`src/rtl/game_pkg.sv`:
```
// Shared game definitions for the game state controller and the screen overlay.
//   game_state_e : controller FSM states
//   GA_*         : encodings of the game_active output
//   eff_delay()  : maps a frame-delay parameter onto the value actually loaded
package game_pkg;

  typedef enum logic [2:0] {
    StMenu,
    StStarting,
    StPlaying,
    StDying,
    StOver
  } game_state_e;

  localparam logic [1:0] GA_MENU = 2'd0;
  localparam logic [1:0] GA_PLAY = 2'd1;
  localparam logic [1:0] GA_OVER = 2'd2;

  // A zero delay would never hit the count==1 exit, so it behaves as one frame.
  function automatic int unsigned eff_delay(input int unsigned frames);
    return (frames == 0) ? 1 : frames;
  endfunction

endpackage

```
`src/rtl/game_state_ctrl.sv`:
```
// Top-level game flow controller: menu -> starting -> playing -> dying/over -> menu.
// All outputs are registered; the frame delay counter lives inline.
//   clk           : system clock (pixel domain)
//   rst           : asynchronous active-high reset
//   frame_tick    : one-clk pulse per frame
//   class_sel     : class chosen in the menu (0 = none), qualified by class_sel_vld
//   game_start    : one-clk start request (honoured only in the menu with a class chosen)
//   back_to_menu  : one-clk return request (honoured only on the game-over screen)
//   player_dead   : level, player HP is zero
//   boss_dead     : level, boss HP is zero
//   game_active   : GA_MENU / GA_PLAY / GA_OVER
//   char_class    : latched class
//   game_reset    : one-clk pulse to reinitialise the play field
//   win_flag      : last game ended by boss death
//   freeze        : gameplay motion halted
module game_state_ctrl
  import game_pkg::*;
#(
  parameter int unsigned DEATH_DELAY_FRAMES = 60,
  parameter int unsigned START_DELAY_FRAMES = 2
) (
  input  logic       clk,
  input  logic       rst,
  input  logic       frame_tick,
  input  logic [1:0] class_sel,
  input  logic       class_sel_vld,
  input  logic       game_start,
  input  logic       back_to_menu,
  input  logic       player_dead,
  input  logic       boss_dead,
  output logic [1:0] game_active,
  output logic [1:0] char_class,
  output logic       game_reset,
  output logic       win_flag,
  output logic       freeze
);

  localparam int unsigned DeathEff = eff_delay(DEATH_DELAY_FRAMES);
  localparam int unsigned StartEff = eff_delay(START_DELAY_FRAMES);
  localparam int unsigned MaxDelay = (DeathEff > StartEff) ? DeathEff : StartEff;
  localparam int unsigned CntW     = $clog2(MaxDelay + 1);

  localparam logic [CntW-1:0] DeathLoad = CntW'(DeathEff);
  localparam logic [CntW-1:0] StartLoad = CntW'(StartEff);
  localparam logic [CntW-1:0] CntOne    = CntW'(1);

  game_state_e     state_q;
  logic [CntW-1:0] cnt_q;

  always_ff @(posedge clk or posedge rst) begin
    if (rst) begin
      state_q     <= StMenu;
      cnt_q       <= '0;
      game_active <= GA_MENU;
      char_class  <= 2'd0;
      game_reset  <= 1'b0;
      win_flag    <= 1'b0;
      freeze      <= 1'b0;
    end else begin
      game_reset <= 1'b0;
      unique case (state_q)
        StMenu: begin
          if (class_sel_vld) begin
            char_class <= class_sel;
          end
          // Uses the class already latched, not one arriving in the same cycle.
          if (game_start && (char_class != 2'd0)) begin
            state_q <= StStarting;
            cnt_q   <= StartLoad;
          end
        end

        StStarting: begin
          if (frame_tick) begin
            if (cnt_q <= CntOne) begin
              state_q     <= StPlaying;
              game_active <= GA_PLAY;
              game_reset  <= 1'b1;
              win_flag    <= 1'b0;
              freeze      <= 1'b0;
            end else begin
              cnt_q <= cnt_q - CntOne;
            end
          end
        end

        StPlaying: begin
          // Boss death wins over a simultaneous player death and waits for a frame edge.
          if (boss_dead) begin
            if (frame_tick) begin
              state_q     <= StOver;
              game_active <= GA_OVER;
              win_flag    <= 1'b1;
              freeze      <= 1'b1;
            end
          end else if (player_dead) begin
            state_q  <= StDying;
            cnt_q    <= DeathLoad;
            win_flag <= 1'b0;
            freeze   <= 1'b1;
          end
        end

        StDying: begin
          if (frame_tick) begin
            if (cnt_q <= CntOne) begin
              state_q     <= StOver;
              game_active <= GA_OVER;
            end else begin
              cnt_q <= cnt_q - CntOne;
            end
          end
        end

        StOver: begin
          // win_flag intentionally kept until the next game_reset.
          if (back_to_menu) begin
            state_q     <= StMenu;
            game_active <= GA_MENU;
            char_class  <= 2'd0;
            freeze      <= 1'b0;
          end
        end

        default: begin
          state_q     <= StMenu;
          game_active <= GA_MENU;
          freeze      <= 1'b0;
        end
      endcase
    end
  end

endmodule
```
`config.mk`:
```
export PLATFORM = sky130hd
export DESIGN_NAME = game_state_ctrl
export DESIGN_NICKNAME = d
export VERILOG_FILES = /design/src/rtl/game_pkg.sv /design/src/rtl/game_state_ctrl.sv
export SDC_FILE = /design/constraint.sdc
export NUM_CORES = 1
export LEC_CHECK = 0
export BUFFER_PORTS_ARGS = -buffer_cell sky130_fd_sc_hd__buf_2
export CAP_MARGIN = 20
export CORE_MARGIN = 8
export CORE_UTILIZATION = 45
export DETAILED_ROUTE_END_ITERATION = 10
export PLACE_DENSITY = 0.66
export RECOVER_POWER = 25
export SYNTH_ARGS = -nofsm -noshare
export SYNTH_HDL_FRONTEND = slang
export SYNTH_SLANG_ARGS = --single-unit
```
`constraint.sdc`:
```
create_clock -name clk -period 2.2 [get_ports clk]
set_input_delay 0 -clock clk [delete_from_list [all_inputs] [get_ports clk]]
set_output_delay 0 -clock clk [all_outputs]
set_load 0.01 [all_outputs]
```
==> results.ini <==
[finish]
drive_above_1_share_pct = 16.8
diodes = 0
fin_util_pct = 53.9
nets = 151
syn_to_final_growth_pct = 14.3
postLayoutCellArea_um2 = 1190
n_fill_cell = 240

[critical_path]
crit_path_cell_trace = nor3b_1 -> and3_1 -> nor4_1 -> a211o_1
cp_max_fo = 13
max_stage_delay_ns = 0.57
crit_end = game_active[0]
cpMaxStageDelayCell = dfrtp_1
cp-startpoint = state_q[1]
end_kind = flip-flop
rr_worst_depth = 4
cp-start-kind = flip-flop
r2r-start = state_q[1]
critPathRequiredTime_ns = 2.38
r2r_end = game_active[0]
arrival_ns = 2.12
r2r_slack_ns = 0.26
crit_type = reg -> reg

[global_routing]
grt_pass1_vias = 1056
grt_pass1_wl_um = 4540
grt_max_degree = 17
gr-total-overflow = 0
track_usage_pct = 13.4
met2_usage_pct = 23.8
use_met3_pct = 3.31
grt_use_met1_pct = 14.9
busiest_layer = met2
antenna_found_initial = 0

[clocking]
cts_buffer_depth = 2
hold_buffers = 1
root_buffer = clkbuf_4
cts_sinks = 16
cts_setup_buffers = 0
clk_pin_slew_ns = 0.09
clock_latency_ns = 0.29
tritoncts = yes
cts_buffers = 3
cts_htree_levels = 1
cts_resized = 0

[routing]
wl_per_cell_um = 15.1
avgViaCountPerCell = 5.84
routed-via-count = 963
drt_iter0_markers = 60
detail-route-antenna-nets = 0
drt_wl_total_um = 2490
drtPass1Iterations = 4
drc = 0

[placed_design]
dpl_cell_area_um2 = 1170
port_buffers = 16
gp_congestion = 0.862
hpwlAfterDp_um = 1890
place_ws_ns = 0.287

[flow_run]
maxCapViolations = 0

[floorplanning]
die_x_um = 64.2
core_um2 = 2210
ios = 17
dieArea_um2 = 4120
fp.dieH_um = 64.2
start_util_pct = 47.2
rows = 17

[power]
leakagePower_nw = 0.538
irDropWorstVdd_mv = 0.746
power_density_nw_per_um2 = 1580
fin_total_pwr_w = 0.00189

[timing]
max_slew_margin_pct = 57.7
finalMaxSlewViolations = 0
fin_crit_ns = 1.94
fin_setup_tns_ns = 0
tightest_slew_ns = 0.634
hold_viol_final = 0
period_share_pct = 88.1
grt_setup_unrepaired = no
fin_skew_ns = 0.00183
setup_violations = 0
clock.fmax_ghz = 0.516
worst_slack_ns = 0.261

[synthesis]
avgSynthCellArea_um2 = 8.84
syn-cell-area_um2 = 1040
ys_ff_latch = 16
synthesis.yosys.warnings = 0
synth_seq_area_share_pct = 38.4
synth_nets = 130
synth_cell_type_count = 38
synthCells = 118

[run_status]
status = finished, final reports clean

[worst_hold_path]
hold_path_class = in -> reg

==> routing by layer <==
layer | part of all wire [%] | vias up
li1 | - | 473
met4 | 0.76 | 0
met5 | 0 | -
met3 | 4.2 | 2
met2 | 52 | 22
met1 | 43 | 466
==> state kept, by name, summed over array words and instances (netlist names) <==
signal and count:
char_class 2, cnt_q 6, game_reset 1, win_flag 1, freeze 1, game_active 2, state_q 3
==> cell families after synthesis <==
kind of cell | Yosys count | synth area share, %
AND/OR/NAND/NOR | 52 | 28.2
AO/OA/AOI/OAI | 35 | 24.9
flip-flops | 16 | 38.4
buffers and inverters | 11 | 4.20
multiplexers | 2 | 1.92
adder cells (fa/ha/maj) | 2 | 2.40
==> layout make-up <==
type | instances | area [um^2] | share of cell area [%]
Clock buffer | 3 | 22.5 | 1.89
Inverter | 6 | 22.5 | 1.89
Tap cell | 28 | 35.0 | 2.94
Multi-Input combinational cell | 91 | 599 | 50.3
Sequential cell | 16 | 400 | 33.6
Timing Repair Buffer | 21 | 113 | 9.44
==> cells in the mapped netlist (all sizes together) <==
master	instances	area, um^2
nor3	2	10.0
a21oi	4	20.0
and3	2	12.5
a221oi	1	15.0
o41ai	2	17.5
o21a	1	7.51
o31ai	1	7.51
nand3	5	25.0
a31oi	6	43.8
a21o	1	7.51
a211oi	2	15.0
a211o	1	8.76
a32oi	1	8.76
o211a	1	10.0
o21ba	1	10.0
nor4	3	33.8
o32ai	1	8.76
nor3b	1	7.51
or3	3	18.8
mux2i	2	20.0
nand4	1	6.26
buf	2	10.0
or2	2	12.5
nor2	9	33.8
nand2	9	33.8
dfrtp	16	400
nor2b	6	37.5
nand4bb	1	11.3
o2bb2ai	4	35.0
and2b	1	7.51
inv	6	22.5
clkbuf	3	11.3
o32a	1	10.0
ha	2	25.0
o21ai	7	35.0
nand2b	7	43.8
==> how the worst min path moves through the flow <==
stage | start | end | slack (ns) | depth (start not counted)
2_1_floorplan | rst | char_class[0] | -0.09 | 1
3_3_place_gp | rst | cnt_q[5] | 0.11 | 2
3_5_place_dp | rst | cnt_q[5] | 0.12 | 2
4_1_cts | class_sel[0] | char_class[0] | 0.01 | 3
5_1_grt | class_sel[0] | char_class[0] | 0.05 | 3
6_report | class_sel[0] | char_class[0] | 0.01 | 3
==> critical path, delay by kind of cell, from the launching register on <==
kind	cells	cell delay, ns
AOI/OAI and AO/OA	1	0.27
and+or+nand+nor	3	0.99
DFF	1	0.57
==> report_power, final <==
part,switching [W],leakage (nW),internal (W)
Sequential,0.000172,0.195,0.000437
Clock,0.0000930,0.0138,0.0000637
Combinational,0.000625,0.329,0.000497
Total,0.000889,0.538,0.000998
==> stage by stage <==
step	hold WS (ns)	cells
6_report	0.0121	165
5_1_grt	0.0517	165
4_1_cts	0.0149	165
3_5_place_dp	0.118	161
3_3_place_gp	0.113	161
2_1_floorplan	-0.0863	118
==> cell usage in the layout (no fill, tap or decap), types with 5 or more instances in the layout <==
master / Yosys / layout
dfrtp_1: 16 / 16
buf_2: 2 / 10
nand2_1: 9 / 9
nor2_1: 9 / 9
o21ai_0: 7 / 7
nand2b_1: 7 / 7
nor2b_1: 6 / 6
inv_1: 6 / 6
clkbuf_1: 3 / 6
a31oi_1: 5 / 5
nand3_1: 5 / 5
(Power assumes the default switching activity.)
